### config.mk
export PLATFORM = sky130hd
export DESIGN_NAME = ittage_sram_port_arb
export DESIGN_NICKNAME = d
export VERILOG_FILES = /design/src/rtl/ittage_sram_pkg.sv /design/src/rtl/ittage_sram_port_arb.sv
export SDC_FILE = /design/constraint.sdc
export NUM_CORES = 1
export LEC_CHECK = 0
export BUFFER_PORTS_ARGS = -buffer_cell sky130_fd_sc_hd__buf_2
export CORE_AREA = 2 2 187 189
export CTS_BUF_LIST = sky130_fd_sc_hd__clkbuf_16
export DETAILED_ROUTE_END_ITERATION = 12
export DIE_AREA = 0 0 189 191
export PLACE_DENSITY = 0.58
export SETUP_SLACK_MARGIN = 0.05
export SLEW_MARGIN = 20
export SYNTH_ARGS = -nofsm -noshare
export SYNTH_HDL_FRONTEND = slang
export SYNTH_SLANG_ARGS = --single-unit
### constraint.sdc
create_clock -name clk -period 6.4 [get_ports clk]
set_clock_uncertainty 0.05 [all_clocks]
set_input_delay 0.64 -clock clk [delete_from_list [all_inputs] [get_ports clk]]
set_output_delay 0.64 -clock clk [all_outputs]
set_load 0.02 [all_outputs]
### src/rtl/ittage_sram_pkg.sv
// Shared widths, FSM state and write-buffer entry type for the ITTAGE SRAM port arbiter.
package ittage_sram_pkg;

  localparam int ADDR_W = 7;
  localparam int DATA_W = 76;
  localparam int DEPTH  = 128;

  typedef enum logic {
    ST_INIT = 1'b0,
    ST_RUN  = 1'b1
  } arb_state_e;

  typedef struct packed {
    logic [ADDR_W-1:0] addr;
    logic [DATA_W-1:0] mask;
    logic [DATA_W-1:0] data;
  } wr_entry_t;

endpackage

### src/rtl/ittage_sram_port_arb.sv
// Arbitrates one read port and one buffered write port onto a single-port 128x76 SRAM,
// after clearing the whole array once following reset.
module ittage_sram_port_arb
  import ittage_sram_pkg::*;
#(
  parameter int WR_STARVE_MAX = 4
) (
  input  logic              clk,
  input  logic              rst_n,
  input  logic              rd_req_valid,
  output logic              rd_req_ready,
  input  logic [ADDR_W-1:0] rd_req_addr,
  output logic              rd_resp_valid,
  output logic [DATA_W-1:0] rd_resp_data,
  input  logic              wr_req_valid,
  output logic              wr_req_ready,
  input  logic [ADDR_W-1:0] wr_req_addr,
  input  logic [DATA_W-1:0] wr_req_mask,
  input  logic [DATA_W-1:0] wr_req_data,
  output logic              init_done,
  output logic [ADDR_W-1:0] sram_addr,
  output logic              sram_en,
  output logic              sram_wmode,
  output logic [DATA_W-1:0] sram_wmask,
  output logic [DATA_W-1:0] sram_wdata,
  input  logic [DATA_W-1:0] sram_rdata
);

  localparam int                SC_W       = (WR_STARVE_MAX < 1) ? 1 : $clog2(WR_STARVE_MAX + 1);
  localparam logic [SC_W-1:0]   STARVE_LIM = SC_W'(WR_STARVE_MAX);
  localparam logic [ADDR_W-1:0] CLR_LAST   = ADDR_W'(DEPTH - 1);

  arb_state_e        r_state;
  logic [ADDR_W-1:0] r_clr_cnt;
  logic              r_wbuf_valid;
  wr_entry_t         r_wbuf;
  logic [SC_W-1:0]   r_starve_cnt;
  logic              r_rd_pend;
  logic [DATA_W-1:0] r_hold;

  logic w_run;
  logic w_init_act;
  logic w_wr_accept;
  logic w_wr_sel;
  logic w_rd_sel;

  // The clear sweep is gated by rst_n so the SRAM stays idle while reset is held.
  assign w_run       = (r_state == ST_RUN);
  assign w_init_act  = rst_n & (r_state == ST_INIT);
  assign w_wr_accept = wr_req_valid & wr_req_ready;

  assign w_wr_sel = w_run & r_wbuf_valid &
                    (~rd_req_valid | (r_starve_cnt == STARVE_LIM) | (rd_req_addr == r_wbuf.addr));
  assign w_rd_sel = w_run & rd_req_valid & ~w_wr_sel;

  assign init_done     = w_run;
  assign wr_req_ready  = w_run & ~r_wbuf_valid;
  assign rd_resp_valid = r_rd_pend;
  assign rd_resp_data  = r_rd_pend ? sram_rdata : r_hold;

  always_comb begin
    // NOTE: every output gets a default first, so no path through this block can infer a latch.
    rd_req_ready = 1'b0;
    sram_en      = 1'b0;
    sram_wmode   = 1'b0;
    sram_addr    = '0;
    sram_wmask   = '0;
    sram_wdata   = '0;
    if (w_init_act) begin
      sram_en    = 1'b1;
      sram_wmode = 1'b1;
      sram_addr  = r_clr_cnt;
      sram_wmask = '1;
    end else if (w_wr_sel) begin
      sram_en    = 1'b1;
      sram_wmode = 1'b1;
      sram_addr  = r_wbuf.addr;
      sram_wmask = r_wbuf.mask;
      sram_wdata = r_wbuf.data;
    end else if (w_rd_sel) begin
      rd_req_ready = 1'b1;
      sram_en      = 1'b1;
      sram_addr    = rd_req_addr;
    end
  end

  always_ff @(posedge clk or negedge rst_n) begin
    if (!rst_n) begin
      r_state      <= ST_INIT;
      r_clr_cnt    <= '0;
      r_wbuf_valid <= 1'b0;
      r_starve_cnt <= '0;
      r_rd_pend    <= 1'b0;
      r_hold       <= '0;
    end else begin
      // NOTE: state uses non-blocking assignments so every register sees pre-edge values.
      if (r_state == ST_INIT) begin
        r_clr_cnt <= r_clr_cnt + ADDR_W'(1);
        if (r_clr_cnt == CLR_LAST) begin
          r_state <= ST_RUN;
        end
      end

      if (w_wr_sel) begin
        r_wbuf_valid <= 1'b0;
      end else if (w_wr_accept) begin
        r_wbuf_valid <= 1'b1;
      end

      if (w_wr_sel) begin
        r_starve_cnt <= '0;
      end else if (w_rd_sel && r_wbuf_valid && (r_starve_cnt != STARVE_LIM)) begin
        r_starve_cnt <= r_starve_cnt + SC_W'(1);
      end

      r_rd_pend <= w_rd_sel;
      if (r_rd_pend) begin
        r_hold <= sram_rdata;
      end
    end
  end

  // NOTE: the buffered payload is only ever read while r_wbuf_valid is set, so it carries no reset.
  always_ff @(posedge clk) begin
    if (w_wr_accept) begin
      r_wbuf <= '{addr: wr_req_addr, mask: wr_req_mask, data: wr_req_data};
    end
  end

endmodule

**Yosys cells after proc, flatten, opt, wreduce, memory -nomap -nowiden**

Cells that the tools add are included.

- Bits in registers: 248
- Output and inout port bits: 241

- Bitwise logic cells: 13
- Eq/ne operators: 4
- Reductions and logical operators: 4
- Muxes and demuxes: 21
- Add/subtract/negate cells: 2

Operator list:

| cell | count |
|---|---|
| two-way mux 76 bit | 5 |
| two-way mux 7 bit | 3 |
| two-way mux 1 bit | 11 |
| adder 7 x 1 -> 7 bit (second input constant) | 1 |
| AND 1 bit | 7 |
| == test 7 bit | 1 |
| == test 7 bit (second input constant) | 1 |
| two-way mux 3 bit | 2 |
| NOT 1 bit | 4 |
| nonzero test 2 bit | 2 |
| adder 3 x 1 -> 3 bit (second input constant) | 1 |
| == test 3 bit (second input constant) | 1 |
| inequality test 3 bit (second input constant) | 1 |
| logical AND 1 bit | 2 |
| bitwise OR 1 bit | 2 |

**Depth between registers and ports, before layout**

Gate-level depths: netlist of the first run.

- Depth in word-level cells: 10
- Mapped depth: 7

**Worst setup path before layout of the first run**

OpenSTA, ideal clock, no wires.

- Path kind: flip-flop to flip-flop
- Start point: register r_state (netlist: init_done)
- End point: register r_wbuf[0] (netlist bit), enable pin
- Data arrival time: 4.908 ns
- Stages on the path, launching flop included: 4
- Slack: 0.904 ns
- Cells stage by stage: dfrtp_1 clkbuf_1 nor2b_1 and2_1

- Word-level cells in the longest chain between the ends: 2

RTL lines:

| element | RTL line | source |
|---|---|---|
| start, declared | ittage_sram_port_arb.sv:33 | `arb_state_e r_state;` |
| start signal, assigned | ittage_sram_port_arb.sv:89 | `r_state <= ST_INIT;` |
| start signal, assigned | ittage_sram_port_arb.sv:100 | `r_state <= ST_RUN;` |
| AND 1 bit | ittage_sram_port_arb.sv:57 | `assign wr_req_ready = w_run & ~r_wbuf_valid;` |
| named net wr_req_ready | ittage_sram_port_arb.sv:16 | `output logic wr_req_ready,` |
| AND 1 bit | ittage_sram_port_arb.sv:50 | `assign w_wr_accept = wr_req_valid & wr_req_ready;` |
| named net w_wr_accept | ittage_sram_port_arb.sv:43 | `logic w_wr_accept;` |
| end signal, assigned | ittage_sram_port_arb.sv:126 | `r_wbuf <= '{addr: wr_req_addr, mask: wr_req_mask, data: wr_req_data};` |
| end, declared | ittage_sram_port_arb.sv:36 | `wr_entry_t r_wbuf;` |

The timed path passes the listed nets, and every way through them passes these cells.
A chain may end at the register's enable or synchronous reset.

**Worst setup path in the final report of the first run**

- Start point: input port rst_n
- End point: output port sram_addr[4]

- Word-level cells in the longest chain between the ends: 2

RTL lines:

| element | RTL line | source |
|---|---|---|
| start, declared | ittage_sram_port_arb.sv:9 | `input logic rst_n,` |
| AND 1 bit | ittage_sram_port_arb.sv:49 | `assign w_init_act = rst_n & (r_state == ST_INIT);` |
| two-way mux 7 bit | ittage_sram_port_arb.sv:69 | `if (w_init_act) begin` |
| end, declared | ittage_sram_port_arb.sv:21 | `output logic [ADDR_W-1:0] sram_addr,` |

No other way between the ends.

==> metrics.txt, run 1 <==
EDFF count, synth=159; Tcrit/Tclk final=66.4%; internal power=2.55 mW; combinational fraction of design power=5.8%; library cells used by synthesis=35; maxcap violations=0; Worst setup SP type=input port; Root Driver=clkbuf_16; Initial DRC Count=240; CP max FO=58; critical path cell sequence=dlygate4sd3_1, buf_4, nor2b_4, buf_4, a22oi_1, o21ai_0, buf_2; Max VDD drop=194 uV; slowest CP cell=nor2b_4; All-Layer GR Usage=14.3%; Post-Syn Nets=834; first-pass GRT wire length=39800 um; FP Rows=68; CTS tree=done; total clock sinks=248; M2 GR Usage=24.6%; WP buf/inv=4; Clock Path Buffers=3; synth warn=0; initial antenna violation count=8; worst path required time=5.71 ns; # Post-CTS Setup Buffers=0; critical path arrival=3.56 ns; Post-Synth Simple-Gate Area=6.68%; io pins=487; H-Tree Depth=1; post-synthesis compound-gate area fraction=7.58%; die footprint=36100 um2; number of global-route vias before repair=6870; Final min period=4.25 ns; Leak=6.65 nW; Max Fclk=0.235 GHz; gpl congestion=0.775; clock latency on the worst-skew pair=0.54 ns; Starting Density=28.2%; core footprint=34100 um2; delay-heaviest family, CP=buffers and inverters; drt drc=0; dominant synthesized flop cell=edfxtp_1; Worst-path clk slew=0.07 ns; worst hold path type=in -> reg; final hold vios=0; Power Total=3.26 mW; DIE WIDTH=189 um; crit-path max cell delay=0.76 ns; post-synthesis mux area share=9.01%; DRT antenna net count=0; drt via density=4.28; Final Net Count=1320; Slew headroom=31.2%; Die Y=191 um; post-synthesis xor/xnor area fraction=1.27%; most used cell, CP=buf_4; Seq/Total Area, Yosys=72.8%; Setup Crit Path Kind=in -> out; area grow syn2layout=38.0%; Yosys reg bits=248; Final Instance Area=13300 um2; Worst-Margin Slew=1.03 ns; GRT busiest layer=met2; P per Cell Area=246 nW/um2; Netlist Area Pre-Place=9620 um2; DP Area=12500 um2; Max Slew Vio Count=0; hpwl dp=20000 um; grt met3 use=4.79%; FFs w/ async S/R, synth=35.9%; largest family of logic cells by synthesized area=multiplexers; Post-Synth Adder-Cell Area=0.390%; Synth Instances=585; Final setup viols=0; nature of the critical path endpoint=primary output; RSZ-0062 raised after global routing=no; CTS buffer count=27; largest net degree at the start of global routing=161; sequential share of power=52.4%; proportion of layout cells with a drive suffix above 1=56.0%; drt pass-1 iters=4; Sw Share=21.7%; grt total ovfl=0; Net Switching=709 uW; clock network fraction of design power=41.8%; Hold Buf Count CTS=1; Syn Area/Cell=16.4 um2; final wirelength=27800 um; post_cts resized=0; sum of negative setup slack=0 ns; vias=6623; GR Util met1=16.6%; # port buffers=486; drt wl/cell=17.9 um; status=complete, no violations
## cell families after synthesis
group | count (synthesis)
compound gates | 97
xor+xnor | 14
fa+ha+maj | 3
buf+inv | 40
flops | 248
mux | 77
simple gates | 106
## state kept, by name, summed over array words and instances, names as in the netlist
name           flops
init_done          1
r_starve_cnt       3
rd_resp_valid      1
r_clr_cnt          7
r_hold            76
r_wbuf_valid       1
r_wbuf           159
## final timing paths
kind,startpoint,end,slack [ns],cells past startpoint
max,rst_n,sram_addr[4],2.15,7
min in group asynchronous,rst_n,r_hold[30],0.56,2
max in group asynchronous,rst_n,r_hold[2],4.65,3
min reg2reg,r_hold[16],r_hold[16],0.44,1
max reg2reg,init_done,r_wbuf[124],3.88,3
min,wr_req_data[19],r_wbuf[19],0.22,1
## power by group through the flow
stage                     logic, mW  registers [mW]  clock network [mW]
after global routing          0.206            1.71                1.48
after detailed placement      0.191            1.74                   0
after CTS                     0.192            1.71                1.42
final                         0.188            1.71                1.36
after floorplan              0.0683            1.74                   0
after global placement        0.189            1.74                   0
## cells in the mapped netlist (3+ instances only)
| master | instances | area, um2 |
|---|---|---|
| nand3_1 | 3 | 15.0 |
| mux2_2 | 77 | 867 |
| buf_2 | 3 | 15.0 |
| o21ai_0 | 8 | 40.0 |
| xnor2_1 | 11 | 96.3 |
| clkbuf_1 | 21 | 78.8 |
| dfrtp_1 | 89 | 2230 |
| xor2_1 | 3 | 26.3 |
| a22oi_1 | 7 | 52.6 |
| edfxtp_1 | 159 | 4770 |
| buf_1 | 4 | 15.0 |
| nand2_1 | 9 | 33.8 |
| and2_1 | 78 | 488 |
| ha_1 | 3 | 37.5 |
| nor2b_1 | 4 | 25.0 |
| buf_6 | 9 | 101 |
| a21o_1 | 77 | 578 |
| inv_1 | 3 | 11.3 |
## layer usage
metal  share of wire [%]  wire length (um)
met3                 9.2              2550
met4                 3.1               853
met5                0.16                45
met1                  38             10600
met2                  49             13700
## layout by cell type (no fill, tap or decap), types with 2 or more instances in the layout
cell       count
clkinv_1       4
and2_1        77
buf_4          7
o21ai_0        8
mux2_2        77
xor2_1         3
ha_1           3
buf_2        485
inv_1         13
dfrtp_1       88
xnor2_1       11
a22oi_1        7
clkinv_2       2
nand2_1        9
edfxtp_1     159
clkbuf_16     27
a21o_1        77
nand3_1        3
nor2b_1        3
diode_2        6
## metrics by stage
stage | cells | hold slack (ns) | setup slack, ns | utilization [%]
5_1_grt | 1547 | 0.183 | 1.87 | 38.9
2_1_floorplan | 585 | 0.294 | 0.904 | -
3_3_place_gp | 1496 | 0.427 | 2.63 | 36.6
4_1_cts | 1543 | 0.173 | 2.07 | 38.9
3_5_place_dp | 1496 | 0.434 | 2.56 | 36.6
6_report | 1549 | 0.217 | 2.15 | 38.9
## area by class of cell
| class | count | area [um2] |
|---|---|---|
| Antenna cell | 6 | 15.0 |
| Sequential cell | 248 | 7000 |
| Clock inverter | 19 | 82.6 |
| Inverter | 3 | 11.3 |
| Timing Repair Buffer | 494 | 2510 |
| Multi-Input combinational cell | 297 | 2410 |
| Tap cell | 455 | 569 |
| Clock buffer | 27 | 676 |
| Fill cell | 3279 | 20800 |
(Power assumes the default switching activity.)
==> run 2, diff against run 1 <==
--- a/config.mk
+++ b/config.mk
@@ -6,10 +6,10 @@
 export NUM_CORES = 1
 export LEC_CHECK = 0
 export BUFFER_PORTS_ARGS = -buffer_cell sky130_fd_sc_hd__buf_2
-export CORE_AREA = 2 2 187 189
+export CORE_AREA = 2 2 192 194
 export CTS_BUF_LIST = sky130_fd_sc_hd__clkbuf_16
 export DETAILED_ROUTE_END_ITERATION = 12
-export DIE_AREA = 0 0 189 191
+export DIE_AREA = 0 0 194 196
 export PLACE_DENSITY = 0.58
 export SETUP_SLACK_MARGIN = 0.05
 export SLEW_MARGIN = 20
==> constraint.sdc (replaced) <==
create_clock -name clk -period 3.8 [get_ports clk]
set_clock_uncertainty 0.05 [all_clocks]
set_input_delay 0.38 -clock clk [delete_from_list [all_inputs] [get_ports clk]]
set_output_delay 0.38 -clock clk [all_outputs]
set_load 0.02 [all_outputs]
==> run 2 against run 1 <==
  * Core utilization up 3.2 points
  * Hold slack lost 0.19 ns
  * Sequential share of layout area shrank 6.6 points
  * Flip-flop and latch count unchanged
  * Clock power is 93% higher
  * Global-route usage grew 0.60 points
  * Largest power group unchanged
==> metrics.txt, run 2 (synthesis gave the netlist of run 1 again) <==
worst setup margin=0.458 ns (-1.69 ns); Max Fclk=0.299 GHz; status=complete, no violations; Worst-Margin Slew=1.02 ns (-0.0162 ns); All-Layer GR Usage=14.9% (+0.60 points); final hold vios=0 (unchanged); RSZ-0062 raised after global routing=no; Tcrit/Tclk final=87.9%; Starting Density=26.7% (-1.5 points); Top Registers=r_wbuf (159), r_hold (76), r_clr_cnt (7); hpwl dp=20300 um (+1.5%); largest net degree at the start of global routing=89 (-45%); initial antenna violation count=2 (-6); Setup Crit Path Kind=reg -> out; flip-flop count of the largest register after layout=159 (unchanged); sum of negative setup slack=0 ns (unchanged); DIE WIDTH=194 um (+2.6%); cell count after placement=1518 (+1.5%); maxcap violations=0 (unchanged); Worst setup SP type=flop; pre-CTS setup slack=0.808 ns (-1.76 ns); critical path arrival=2.91 ns (-0.65 ns); grt total ovfl=0 (unchanged); Initial DRC Count=238 (-0.83%); worst path required time=3.37 ns (-2.34 ns); Max VDD drop=331 uV (+70%); Final setup viols=0 (unchanged); drt via density=4.25 (-0.67%); number of global-route vias before repair=7792 (+13%); FP Rows=70 (+2.9%); Worst-path clk slew=0.06 ns (about the same); nature of the critical path endpoint=primary output; Clock Path Buffers=3 (unchanged); Slew headroom=32.2% (+1.1 points); DRT antenna net count=0 (unchanged); gpl congestion=0.812 (+4.7%); core footprint=36100 um2 (+5.8%); Final Net Count=1495 (+13%); Leak=7.45 nW (+12%); area grow syn2layout=57.8%; # port buffers=486 (unchanged); drt drc=0 (unchanged); final wirelength=29600 um (+6.5%); CP max FO=88 (+52%); CTS tree=done; commonest non-fill, non-tap cell in the layout=buf_2; most frequent cells in the layout=buf_2 (485), dlygate4sd3_1 (166), edfxtp_1 (159), dfrtp_1 (87); drt pass-1 iters=4 (unchanged); Power Total=5.96 mW (+83%); Biggest register=r_wbuf; drt wl/cell=17.1 um (-4.9%); H-Tree Depth=1 (unchanged); P per Cell Area=393 nW/um2 (+60%); clock latency on the worst-skew pair=0.55 ns (about the same); first-pass GRT wire length=44700 um (+12%); Max Slew Vio Count=0 (unchanged); proportion of layout cells with a drive suffix above 1=49.7% (-6.3 points); io pins=487 (unchanged); Die Y=196 um (+2.6%); Final min period=3.34 ns; vias=7373 (+11%); total clock sinks=248 (unchanged); CTS buffer count=28 (+3.7%); # Post-CTS Setup Buffers=0 (unchanged); Root Driver=clkbuf_16; Post-Layout Cell Count=1736 (+12%); die footprint=38000 um2 (+5.3%); worst hold path type=in -> reg
-- run 2: changes by cell type in the layout (fill, tap and decap cells not counted), sizes merged --
cell         change
buf              +9
bufinv           +2
clkbuf           +2
clkinv           +5
diode            -4
dlygate4sd3    +165
inv              -5
-- run 2: final cells by class --
| class | count | area (um2) |
|---|---|---|
| fillers | 3308 | 20900 |
| flip-flops and latches | 248 | 7010 |
| repair buffers | 668 | 4280 |
| multi-input cells | 297 | 2410 |
| clock buffers | 29 | 726 |
| well taps | 468 | 586 |
| clock inverters | 21 | 159 |
| inverters | 3 | 11.3 |
| diodes | 2 | 5.00 |
-- run 2: stage by stage --
stage,hold WS [ns],utilization (%),cell area [um2]
5_1_grt,0.0146,42.1,15200
3_5_place_dp,0.432,35.0,12600
3_3_place_gp,0.427,35.0,12600
4_1_cts,0.000518,42.0,15200
6_report,0.0292,42.1,15200
2_1_floorplan,0.0344,-,9620
-- run 2: worst paths after layout --
path	cells after the start	to	from	slack [ns]
setup reg to reg	3	r_wbuf[42]	init_done	1.59
max in group asynchronous	4	rd_resp_valid	rst_n	2.21
hold / removal	2	r_hold[68]	sram_rdata[68]	0.03
setup / recovery	7	sram_wmask[48]	init_done	0.46
hold reg to reg	1	r_hold[32]	r_hold[32]	0.44
min in group asynchronous	3	r_hold[41]	rst_n	0.43
-- run 2: repair_timing --
action	in CTS	in global routing
setup endpoints to repair	0	24
hold buffers	165	1
endpoints found under the hold margin	209	1
resized for setup	0	1
-- run 2: critical path, cell delays in order, from the launching register on --
cell and delay (ns):
dfrtp_2 0.56, nand2_2 0.17, or2_1 0.28, o32ai_4 0.26, buf_12 0.32, buf_4 0.34, a21o_1 0.18, buf_2 0.16
-- run 2: power by group --
part	internal [mW]	leakage [nW]	switching, mW
registers	2.88	2.64	0.00200
logic	0.263	4.35	0.199
clock network	1.51	0.458	1.10
-- run 2: per-layer routing --
layer	GRT usage (%)	vias to the layer above	wire, um
met4	5.16	0	773
li1	-	3441	-
met3	4.59	54	2470
met5	0	-	0
met1	16.8	3534	11300
met2	26.8	344	15000
==> run 3, diff against run 2 <==
--- a/config.mk
+++ b/config.mk
@@ -7,7 +7,6 @@
 export LEC_CHECK = 0
 export BUFFER_PORTS_ARGS = -buffer_cell sky130_fd_sc_hd__buf_2
 export CORE_AREA = 2 2 192 194
-export CTS_BUF_LIST = sky130_fd_sc_hd__clkbuf_16
 export DETAILED_ROUTE_END_ITERATION = 12
 export DIE_AREA = 0 0 194 196
 export PLACE_DENSITY = 0.58
==> run 3 against run 2 <==
  * Global-route usage is the same
  * Sequential power is essentially flat
  * Cell area is the same
  * Critical path type unchanged
  * Sequential share of layout area is the same
  * Die area is the same
  * Largest power group unchanged
  * Register-to-register slack is essentially flat
  * Non-clock buffer count is the same
  * Fmax is essentially flat
  * Hold slack is essentially flat
  * Routed wire length shrank 0.14%
==> metrics.txt, run 3 (synthesis gave the netlist of run 1 again) <==
status=complete, no violations; Final Net Count=1495 (unchanged); CTS tree=done; Worst-path clk slew=0.06 ns (about the same); final hold vios=0 (unchanged); Critical Path Source=init_done; GR Util met1=16.8% (unchanged); Leak=7.43 nW (-0.28%); Power Total=5.97 mW (+0.20%); slowest CP cell=dfrtp_2; CP max FO=88 (unchanged); Initial DRC Count=226 (-5.0%); drt pass-1 iters=4 (unchanged); flip-flop count of the largest register after layout=159 (unchanged); area grow syn2layout=57.8% (unchanged); Final min period=3.34 ns (-0.00148 ns); drt via density=4.24 (about the same); drt drc=0 (unchanged); worst path required time=3.37 ns (about the same); sum of negative setup slack=0 ns (unchanged); first-pass GRT wire length=44700 um (unchanged); Root Driver=clkbuf_16; die footprint=38000 um2 (unchanged); initial antenna violation count=2 (unchanged); gpl congestion=0.812 (unchanged); Top Registers=r_wbuf (159), r_hold (76), r_clr_cnt (7); # port buffers=486 (unchanged); Max Slew Vio Count=0 (unchanged); Max VDD drop=331 uV (-0.16%); hpwl dp=20300 um (unchanged); Max Fclk=0.299 GHz (about the same); Worst-Margin Slew=1.02 ns (+0.000852 ns); CTS buffer count=28 (unchanged); drt wl/cell=17.0 um (-0.14%); DRT antenna net count=0 (unchanged); number of global-route vias before repair=7792 (unchanged); Tcrit/Tclk final=87.9% (about the same); nature of the critical path endpoint=primary output; Starting Density=26.7% (unchanged); grt met3 use=4.59% (unchanged); worst r2r src=init_done; GRT busiest layer=met2; Final setup viols=0 (unchanged); vias=7368 (-0.068%); Biggest register=r_wbuf; Clock Path Buffers=3 (unchanged); H-Tree Depth=1 (unchanged); cell count after placement=1518 (unchanged); final wirelength=29600 um (-0.14%); core footprint=36100 um2 (unchanged); All-Layer GR Usage=14.9% (unchanged); DIE WIDTH=194 um (unchanged); most frequent cells in the layout=buf_2 (485), dlygate4sd3_1 (166), edfxtp_1 (159), dfrtp_1 (87); FP Rows=70 (unchanged); P per Cell Area=393 nW/um2 (+0.20%); # Post-CTS Setup Buffers=0 (unchanged); largest net degree at the start of global routing=89 (unchanged); Slew headroom=32.2% (-0.057 points); worst hold start=sram_rdata[68]; proportion of layout cells with a drive suffix above 1=49.7% (unchanged); clock latency on the worst-skew pair=0.55 ns (about the same); critical path cell sequence=nand2_2, or2_1, o32ai_4, buf_12, buf_4, a21o_1, buf_2; maxcap violations=0 (unchanged); commonest non-fill, non-tap cell in the layout=buf_2; Die Y=196 um (unchanged); worst hold path type=in -> reg; Worst setup SP type=flop; Post-Layout Cell Count=1736 (unchanged); io pins=487 (unchanged); crit-path max cell delay=0.56 ns (about the same); RSZ-0062 raised after global routing=no; grt total ovfl=0 (unchanged); FILL cells=3308 (unchanged); Setup Crit Path Kind=reg -> out; M2 GR Usage=26.8% (unchanged); total clock sinks=248 (unchanged); critical path arrival=2.91 ns (about the same)
==> run 3: cell count changes in the layout (fill, tap and decap cells not counted) <==
cell	before	now
inv_1	8	3
clkbuf_1	0	5
==> run 3: power by group <==
| group | total, mW | internal (mW) | switching [mW] | leakage (nW) |
|---|---|---|---|---|
| sequential | 2.88 | 2.88 | 0.00200 | 2.64 |
| clock | 2.63 | 1.53 | 1.10 | 0.437 |
| combinational | 0.463 | 0.263 | 0.200 | 4.35 |
==> run 3: final cells by class <==
type / count / area, um2 / area share (%)
Clock buffer: 34 / 744 / 4.90
Clock inverter: 16 / 140 / 0.923
Sequential cell: 248 / 7010 / 46.2
Timing Repair Buffer: 668 / 4280 / 28.2
Multi-Input combinational cell: 297 / 2410 / 15.9
Inverter: 3 / 11.3 / 0.0742
Tap cell: 468 / 586 / 3.86
Antenna cell: 2 / 5.00 / 0.0330
==> run 3: per-layer routing <==
metal / part of all wire [%] / vias up
met4: 2.6 / 0
met1: 38 / 3518
met3: 8.4 / 54
met2: 51 / 356
li1: - / 3440
met5: 0 / -
==> run 3: worst paths after layout <==
path	endpoint	slack, ns	depth (start not counted)
setup / recovery	sram_wmask[48]	0.46	7
hold / removal	r_hold[68]	0.03	2
setup reg to reg	r_wbuf[42]	1.59	3
hold reg to reg	r_hold[32]	0.44	1
max in group asynchronous	rd_resp_valid	2.21	4
min in group asynchronous	r_hold[41]	0.43	3
==> run 3: through the flow <==
step / setup slack (ns) / hold slack, ns / util [%] / instance area, um2
2_1_floorplan: 0.0610 / 0.0344 / - / 9620
3_3_place_gp: 0.886 / 0.427 / 35.0 / 12600
3_5_place_dp: 0.808 / 0.432 / 35.0 / 12600
4_1_cts: 0.200 / 0.000518 / 42.0 / 15200
5_1_grt: 0.209 / 0.0146 / 42.1 / 15200
6_report: 0.460 / 0.0296 / 42.1 / 15200
==> run 3: timing repair <==
item	CTS	global route
gates resized for setup	0	1
endpoints found under the hold margin	209	1
hold buffers	165	1
setup endpoints to repair	0	24
==> run 3: critical path: cells and delay by family, from the launching register on <==
| kind | cells | cell delay [ns] |
|---|---|---|
| AO/OA/AOI/OAI | 2 | 0.44 |
| buffers and inverters | 3 | 0.81 |
| flip-flops | 1 | 0.56 |
| AND/OR/NAND/NOR | 2 | 0.45 |
